$ cat config.mk
export PLATFORM = sky130hd
export DESIGN_NAME = scm_stream_fifo
export DESIGN_NICKNAME = d
export VERILOG_FILES = /design/src/rtl/scm_stream_fifo.sv
export SDC_FILE = /design/constraint.sdc
export NUM_CORES = 1
export LEC_CHECK = 0
export BUFFER_PORTS_ARGS = -buffer_cell sky130_fd_sc_hd__buf_2
export CORE_ASPECT_RATIO = 1.75
export CORE_MARGIN = 10
export CORE_UTILIZATION = 55
export CTS_CLUSTER_SIZE = 30
export DETAILED_ROUTE_END_ITERATION = 6
export PLACE_DENSITY = 0.72
export RECOVER_POWER = 50
export SLEW_MARGIN = 20
export SYNTH_ARGS = -nofsm -noshare
export SYNTH_HDL_FRONTEND = slang
export SYNTH_HIERARCHICAL = 1
export SYNTH_SLANG_ARGS = --single-unit
$ cat constraint.sdc
create_clock -name clk -period 5.85 [get_ports clk]
set_clock_uncertainty 0.2 [all_clocks]
set_input_delay 1.17 -clock clk [delete_from_list [all_inputs] [get_ports clk]]
set_output_delay 1.17 -clock clk [all_outputs]
set_load 0.005 [all_outputs]
$ cat src/rtl/scm_stream_fifo.sv
// rtl/scm_stream_fifo.sv - valid/ready streaming FIFO on a 1R1W register file with registered output
//
// register_file_1r_1w: DEPTH x DATA_WIDTH storage, synchronous write, combinational read.
//   clk                 clock
//   ReadEnable          read strobe (ReadData is zero when low)
//   ReadAddr, ReadData  read address / combinational read data
//   WriteEnable         write strobe
//   WriteAddr, WriteData write address / data, captured on rising edge
//
// scm_stream_fifo: elastic buffer, capacity 2**ADDR_WIDTH + 1 (storage plus output register).
//   clk, rst_n          clock, asynchronous active-low reset
//   flush_i             synchronous clear, overrides push/pop in its cycle
//   in_valid_i/in_ready_o/in_data_i      producer handshake and payload
//   out_valid_o/out_ready_i/out_data_o   consumer handshake and registered payload
//   count_o             entries held (storage + output register)

module register_file_1r_1w #(
  parameter int ADDR_WIDTH = 3,
  parameter int DATA_WIDTH = 32
) (
  input  logic                  clk,
  input  logic                  ReadEnable,
  input  logic [ADDR_WIDTH-1:0] ReadAddr,
  output logic [DATA_WIDTH-1:0] ReadData,
  input  logic                  WriteEnable,
  input  logic [ADDR_WIDTH-1:0] WriteAddr,
  input  logic [DATA_WIDTH-1:0] WriteData
);

  logic [DATA_WIDTH-1:0] mem [2**ADDR_WIDTH];

  // Contents are deliberately not reset; the FIFO never reads an unwritten slot.
  always_ff @(posedge clk) begin
    if (WriteEnable) begin
      mem[WriteAddr] <= WriteData;
    end
  end

  assign ReadData = ReadEnable ? mem[ReadAddr] : '0;

endmodule

module scm_stream_fifo #(
  parameter int ADDR_WIDTH = 3,
  parameter int DATA_WIDTH = 32
) (
  input  logic                  clk,
  input  logic                  rst_n,
  input  logic                  flush_i,
  input  logic                  in_valid_i,
  output logic                  in_ready_o,
  input  logic [DATA_WIDTH-1:0] in_data_i,
  output logic                  out_valid_o,
  input  logic                  out_ready_i,
  output logic [DATA_WIDTH-1:0] out_data_o,
  output logic [ADDR_WIDTH:0]   count_o
);

  localparam logic [ADDR_WIDTH:0] PTR_ONE = {{ADDR_WIDTH{1'b0}}, 1'b1};

  // Pointers carry one extra wrap bit so full and empty are distinguishable.
  logic [ADDR_WIDTH:0]   wr_ptr;
  logic [ADDR_WIDTH:0]   rd_ptr;
  logic [ADDR_WIDTH:0]   occ;
  logic                  storage_empty;
  logic                  storage_full;
  logic                  push;
  logic                  pop;
  logic                  fetch;
  logic [DATA_WIDTH-1:0] rd_data;

  assign occ           = wr_ptr - rd_ptr;
  assign storage_empty = (wr_ptr == rd_ptr);
  assign storage_full  = (wr_ptr[ADDR_WIDTH-1:0] == rd_ptr[ADDR_WIDTH-1:0]) &&
                         (wr_ptr[ADDR_WIDTH] != rd_ptr[ADDR_WIDTH]);

  // Depends on registered pointers only, so no path from out_ready_i.
  assign in_ready_o = !storage_full;

  // Flush suppresses the storage write and the fetch of its cycle.
  assign push  = in_valid_i & in_ready_o & !flush_i;
  assign pop   = out_valid_o & out_ready_i;
  assign fetch = !storage_empty & (!out_valid_o | out_ready_i) & !flush_i;

  assign count_o = occ + {{ADDR_WIDTH{1'b0}}, out_valid_o};

  register_file_1r_1w #(
    .ADDR_WIDTH (ADDR_WIDTH),
    .DATA_WIDTH (DATA_WIDTH)
  ) u_storage (
    .clk         (clk),
    .ReadEnable  (fetch),
    .ReadAddr    (rd_ptr[ADDR_WIDTH-1:0]),
    .ReadData    (rd_data),
    .WriteEnable (push),
    .WriteAddr   (wr_ptr[ADDR_WIDTH-1:0]),
    .WriteData   (in_data_i)
  );

  always_ff @(posedge clk or negedge rst_n) begin
    if (!rst_n) begin
      wr_ptr      <= '0;
      rd_ptr      <= '0;
      out_valid_o <= 1'b0;
      out_data_o  <= '0;
    end else if (flush_i) begin
      // out_data_o is intentionally held across a flush.
      wr_ptr      <= '0;
      rd_ptr      <= '0;
      out_valid_o <= 1'b0;
    end else begin
      if (push) begin
        wr_ptr <= wr_ptr + PTR_ONE;
      end
      if (fetch) begin
        rd_ptr      <= rd_ptr + PTR_ONE;
        out_valid_o <= 1'b1;
        out_data_o  <= rd_data;
      end else if (pop) begin
        out_valid_o <= 1'b0;
      end
    end
  end

endmodule

==> results.sh, run 1 <==
export IMPL_syn_instance_count=625
export IMPL_cp_top_family="flip-flops"
export IMPL_vdd_drop_max_v=0.000377
export IMPL_comb_power_share_pct=20.7
export IMPL_layoutNonFillerInstCount=1017
export IMPL_maxSlewHeadroom_pct=-78.6
export IMPL_drt_iter0_drc=303
export IMPL_cts_made_buffers=26
export IMPL_worstHoldEndpoint="out_data_o[23]"
export IMPL_antenna_found_initial=0
export IMPL_path_cells="inv_1 -> ha_1 -> ha_1 -> a21oi_1 -> xnor2_1 -> buf_2"
export IMPL_violations="max-capacitance violations, max-slew violations"
export IMPL_worst_path_buf_inv=2
export IMPL_area_growth_pct=12.1
export IMPL_synth_seq_cells=297
export IMPL_wirelength_um=23000
export IMPL_antenna_cells=0
export IMPL_ys_seq_area_share_pct=71.8
export IMPL_p_leak_nw=4.65
export IMPL_reg2reg_from="rd_ptr[2]"
export IMPL_cp_slowest_stage_delay_ps=860
export IMPL_min_path_type="reg2reg"
export IMPL_core_area_sq_um=21600
export IMPL_clock_fmax_mhz=248
export IMPL_fin_util_pct=63.0
export IMPL_post_drt_via_cell_ratio=5.71
export IMPL_cts_sinks=297
export IMPL_critPathKind="reg2out"
export IMPL_clkTransAtPathRegs_ps=70
export IMPL_synthesis_nets=671
export IMPL_grt_ovfl_total=0
export IMPL_cts_hold_buffers=0
export IMPL_end_kind="primary output"
export IMPL_grt_pass1_wl_um=36100
export IMPL_synth_cell_types=36
export IMPL_fin_crit_sh_pct=68.9
export IMPL_arrival_ps=2660
export IMPL_row_count=71
export IMPL_rr_worst_depth=7
export IMPL_setup_ws_ps=1820
export IMPL_clock_latency_ps=520
export IMPL_seq_power_share_pct=45.9
export IMPL_drc=0
export IMPL_grt_pass1_vias=6397
export IMPL_layout_drive_gt1_share_pct=29.5
export IMPL_die_h_um=216
export IMPL_crit_path_frequent_cell="ha_1"
export IMPL_cts_repair_resized=0
export IMPL_dp_slack_ps=2150
export IMPL_switching_power_mw=1.44
export IMPL_setup_viol=0
export IMPL_critPathSlowestCell="dfrtp_4"
export IMPL_cts_setup_buffers=0
export IMPL_fin_crit_ps=4030
export IMPL_cts_tree="done"
export IMPL_dpl_hpwl_um=13500
export IMPL_switching_share_pct=26.3
export IMPL_status="finished with violations"
export IMPL_root_buffer="clkbuf_16"
export IMPL_clock_power_share_pct=33.5
export IMPL_ff2ff_setup_slack_ps=2200
export IMPL_dp_cells=968
export IMPL_start_util_pct=56.2
export IMPL_p_per_area_nw_per_um2=403
export IMPL_min_delay_start="out_data_o[23]"
export IMPL_syn_area_sq_um=12100
export IMPL_gp_congestion=0.777
export IMPL_final_hold_viol_count=0
export IMPL_num_io_pins=75
export IMPL_rsz0062_at_grt="no"
export IMPL_synth_warnings=6
export IMPL_crit_path_start_kind="flop"
export IMPL_cp_required_ps=4480
export IMPL_nets=751
export IMPL_avgSynthCellArea_sq_um=19.4
export IMPL_internal_power_mw=4.04
export IMPL_antenna_left=0
export IMPL_power_mw=5.49
export IMPL_io_buffers=74
export IMPL_dieArea_sq_um=28600
export IMPL_drv_slew=42
export IMPL_rr_endpoint="u_storage/mem[6][13]"
export IMPL_vias=5807
export IMPL_track_usage_pct=15.8
export IMPL_htree_levels=1
export IMPL_fillers=1528
export IMPL_grt_start_max_net_pins=59
export IMPL_drt_pass1_iterations=4
export IMPL_clk_path_buf_depth=3
export IMPL_tns_ps=0
export IMPL_maxCapViolations=1
export IMPL_routedWlPerCell_um=22.6
export IMPL_worst_pin_slew_ps=2680
export IMPL_path_max_fanout=43
export IMPL_die_w_um=132
export IMPL_min_path_cells=1
==> metrics by stage <==
stage / hold WS, ps / instance area, sq um
final: 306 / 13600
after global routing: 328 / 13600
after CTS: 312 / 13600
after detailed placement: 294 / 12700
after global placement: 291 / 12700
after floorplan: 305 / 12100
==> power by group through the flow <==
stage	clock network (mW)	logic (mW)	registers [mW]
floorplan	0	0.859	2.55
global placement	0	1.13	2.55
detailed placement	0	1.16	2.56
CTS	1.87	1.17	2.52
global route	1.94	1.24	2.53
finish	1.84	1.13	2.52
==> sequential cells by signal, indices dropped and copies added, names as in the netlist <==
signal,cells
out_data_o,32
out_valid_o,1
rd_ptr,4
wr_ptr,4
u_storage/mem,256
==> cell usage after synthesis <==
library cell | count | area (sq um)
a21o_1 | 1 | 7.51
a21oi_1 | 5 | 25.0
a221oi_1 | 3 | 26.3
a221oi_2 | 29 | 435
a31oi_1 | 1 | 6.26
and3_1 | 1 | 6.26
buf_12 | 6 | 120
buf_2 | 4 | 20.0
buf_4 | 4 | 30.0
buf_6 | 8 | 90.1
clkbuf_1 | 10 | 37.5
dfrtp_1 | 41 | 1030
edfxtp_1 | 256 | 7690
fa_1 | 1 | 20.0
ha_1 | 8 | 100
inv_1 | 40 | 150
mux2_2 | 35 | 394
mux2_4 | 29 | 435
mux2i_1 | 33 | 330
mux4_1 | 3 | 78.8
mux4_2 | 29 | 653
nand2_1 | 5 | 18.8
nand2b_1 | 4 | 25.0
nand2b_2 | 1 | 8.76
nand3_1 | 3 | 15.0
nand4_1 | 1 | 6.26
nor2_1 | 14 | 52.6
nor2_8 | 1 | 20.0
nor3_1 | 2 | 10.0
o211ai_1 | 1 | 7.51
o21ai_0 | 34 | 170
o21ai_4 | 1 | 16.3
or3_1 | 1 | 6.26
xnor2_1 | 8 | 70.1
xor2_1 | 1 | 8.76
xor2_2 | 1 | 16.3
==> cell families (layout without fill, tap and decap cells) <==
logic type | count (synthesis) | in the layout | synth area share, %
XOR/XNOR | 10 | 10 | 0.784
flip-flops | 297 | 297 | 71.8
buffers and inverters | 72 | 172 | 3.69
AND/OR/NAND/NOR | 33 | 33 | 1.39
adder cells (fa/ha/maj) | 9 | 9 | 0.990
multiplexers | 129 | 129 | 15.6
AO/OA/AOI/OAI | 75 | 75 | 5.72
==> area by class of cell <==
type | count | area [sq um] | share of cell area (%)
Sequential cell | 297 | 8720 | 64.1
Inverter | 40 | 150 | 1.10
Tap cell | 292 | 365 | 2.69
Clock buffer | 34 | 722 | 5.31
Clock inverter | 14 | 213 | 1.56
Timing Repair Buffer | 84 | 402 | 2.95
Multi-Input combinational cell | 256 | 3030 | 22.3
==> how the worst max path moves through the flow <==
stage | startpoint | end | slack [ps] | cells after the start
2_1_floorplan | flush_i | u_storage/mem[0][0] | 1370 | 4
3_3_place_gp | rd_ptr[2] | u_storage/mem[7][16] | 2230 | 7
3_5_place_dp | rd_ptr[2] | u_storage/mem[2][12] | 2150 | 7
4_1_cts | rd_ptr[2] | count_o[3] | 1780 | 6
5_1_grt | rd_ptr[2] | count_o[3] | 1690 | 6
6_report | rd_ptr[2] | count_o[3] | 1820 | 6
==> layout by cell type (no fill, tap or decap), types with 6 or more instances in the layout <==
cell	count
a221oi_2	29
ha_1	8
mux2_2	35
o21ai_0	34
buf_2	23
nor2_1	7
mux2_4	29
mux4_2	29
mux2i_1	33
edfxtp_1	256
xnor2_1	8
clkinv_2	6
buf_4	9
clkbuf_1	56
inv_1	40
nor2_4	7
clkbuf_16	27
dfrtp_1	38
==> routing by layer <==
layer / global-route usage [%] / routed length, um
met1: 18.2 / 9080
met2: 29.8 / 12500
met3: 2.48 / 956
met4: 4.12 / 403
met5: 0 / 0
Note: power is estimated with default switching activity, not from simulation.
==> run 2, diff against run 1 <==
--- a/config.mk
+++ b/config.mk
@@ -8,10 +8,10 @@
 export BUFFER_PORTS_ARGS = -buffer_cell sky130_fd_sc_hd__buf_2
 export CORE_ASPECT_RATIO = 1.75
 export CORE_MARGIN = 10
-export CORE_UTILIZATION = 55
+export CORE_UTILIZATION = 54
 export CTS_CLUSTER_SIZE = 30
 export DETAILED_ROUTE_END_ITERATION = 6
-export PLACE_DENSITY = 0.72
+export PLACE_DENSITY = 0.74
 export RECOVER_POWER = 50
 export SLEW_MARGIN = 20
 export SYNTH_ARGS = -nofsm -noshare
==> constraint.sdc (replaced) <==
create_clock -name clk -period 3.3 [get_ports clk]
set_clock_uncertainty 0.2 [all_clocks]
set_input_delay 0.66 -clock clk [delete_from_list [all_inputs] [get_ports clk]]
set_output_delay 0.66 -clock clk [all_outputs]
set_load 0.005 [all_outputs]
==> results.sh, run 2 (same netlist as run 1, synthesis figures left out) <==
export IMPL_area_growth_pct=14.2
export IMPL_crit_path_start_kind="flop"
export IMPL_drv_slew=0
export IMPL_routedWlPerCell_um=23.9
export IMPL_fin_crit_sh_pct=96.9
export IMPL_track_usage_pct=16.8
export IMPL_cts_sinks=297
export IMPL_arrival_ps=2340
export IMPL_end_kind="primary output"
export IMPL_cp_top_family="adder cells"
export IMPL_io_buffers=74
export IMPL_core_area_sq_um=22200
export IMPL_cp_slowest_stage_delay_ps=440
export IMPL_vdd_drop_max_v=0.000546
export IMPL_grt_ovfl_total=0
export IMPL_antenna_cells=0
export IMPL_maxSlewHeadroom_pct=13.9
export IMPL_vias=5935
export IMPL_layout_drive_gt1_share_pct=31.6
export IMPL_clock_latency_ps=520
export IMPL_dpl_cell_area_sq_um=12900
export IMPL_drt_pass1_iterations=4
export IMPL_nets=764
export IMPL_cts_made_buffers=26
export IMPL_dp_cells=982
export IMPL_power_mw=9.93
export IMPL_fin_crit_ps=3200
export IMPL_critPathKind="reg2out"
export IMPL_antenna_found_initial=0
export IMPL_gp_congestion=0.778
export IMPL_critPathSlowestCell="dfrtp_2"
export IMPL_grt_pass1_wl_um=38100
export IMPL_reg_top3="u_storage/mem x256, out_data_o x32"
export IMPL_largest_reg_flops=256
export IMPL_final_hold_viol_count=0
export IMPL_final_cell_mix="256 x edfxtp_1, 49 x clkbuf_1, 40 x inv_1"
export IMPL_setup_viol=0
export IMPL_clock_fmax_mhz=313
export IMPL_worst_path_buf_inv=4
export IMPL_maxCapViolations=0
export IMPL_stdcell_area_sq_um=13900
export IMPL_fillers=1591
export IMPL_drt_iter0_drc=433
export IMPL_fin_util_pct=62.5
export IMPL_drc=0
export IMPL_regMostFlops="u_storage/mem"
export IMPL_final_common_cell="edfxtp_1"
export IMPL_worst_hold_slack_ps=239
export IMPL_path_cells="inv_1 -> ha_4 -> inv_1 -> ha_1 -> inv_1 -> fa_1 -> xnor2_1 -> buf_2"
export IMPL_dpl_hpwl_um=14500
export IMPL_grt_start_max_net_pins=98
export IMPL_num_io_pins=75
export IMPL_htree_levels=1
export IMPL_row_count=72
export IMPL_clkTransAtPathRegs_ps=70
export IMPL_wirelength_um=24700
export IMPL_min_path_type="in2reg"
export IMPL_multi_input_area_sq_um=3050
export IMPL_cp_required_ps=2440
export IMPL_crit_path_frequent_cell="inv_1"
export IMPL_start_util_pct=54.7
export IMPL_worst_pin_slew_ps=1290
export IMPL_die_h_um=218
export IMPL_antenna_left=0
export IMPL_die_w_um=133
export IMPL_grt_pass1_vias=6509
export IMPL_root_buffer="clkbuf_16"
export IMPL_post_drt_via_cell_ratio=5.74
export IMPL_cts_tree="done"
export IMPL_clk_path_buf_depth=3
export IMPL_p_per_area_nw_per_um2=717
export IMPL_p_leak_nw=4.75
export IMPL_path_max_fanout=5
export IMPL_seqCellArea_sq_um=8720
export IMPL_status="complete, no violations"
export IMPL_layoutNonFillerInstCount=1034
export IMPL_dieArea_sq_um=29100
[run 2: cell count changes in the layout (fill, tap and decap cells not counted), moves of 2 or more]
cell        previous run  this run
clkinvlp_4             1         3
buf_4                  9        12
buf_12                 0        10
clkinv_1               0         2
clkbuf_1              56        49
buf_2                 23        25
[run 2: path summary, 6_finish.rpt]
kind | from | endpoint | slack (ps) | cells after the start
min in group asynchronous | rst_n | out_data_o[25] | 760 | 2
min | in_valid_i | wr_ptr[1] | 240 | 3
max in group asynchronous | rst_n | rd_ptr[0] | 1200 | 2
max reg2reg | wr_ptr[1] | u_storage/mem[4][6] | 520 | 7
min reg2reg | out_data_o[24] | out_data_o[24] | 310 | 1
max | wr_ptr[0] | count_o[2] | 100 | 8
[run 2: worst register-to-register path, cell delays in order (launching register included)]
cell and delay [ps]:
dfrtp_1 490, ha_1 400, nand3_1 180, o21ai_0 180, nor2_1 180, nand2_1 240
nor3_2 220, buf_4 350
[run 2: area by class of cell]
class	count	share of cell area (%)
clock buffer	29	5.00
clock inverter	19	1.89
inverter	40	1.08
multi-input combinational	256	22.0
sequential	297	63.0
tap	296	2.67
timing repair buffer	97	4.41
[run 2: where the power goes]
part / switching (mW) / internal [mW] / leakage [nW]
logic: 1.17 / 0.979 / 1.43
clock network: 1.33 / 1.99 / 0.462
registers: 0.132 / 4.32 / 2.86
[run 2: metal layers]
metal	vias to the layer above	track usage [%]	wire length, um
met5	-	0	0
met4	0	4.95	471
met3	38	2.53	1340
met2	151	30.6	13800
met1	3100	19.9	9130
li1	2646	-	-
[run 2: timing repair]
action                     in CTS  in global routing
hold endpoints to repair       41                  0
hold buffers                    1                  0
buffers inserted                1                  2
resized for setup               2                  1
setup endpoints to repair       2                  2
cloned                          0                  0
pin swaps                       0                  1
[run 2: per-stage QoR]
step / TNS, ps / worst slack [ps]
floorplan: -77860 / -960
global placement: 0 / 535
detailed placement: 0 / 448
CTS: 0 / 4.28
global route: -1.99 / -1.99
finish: 0 / 101
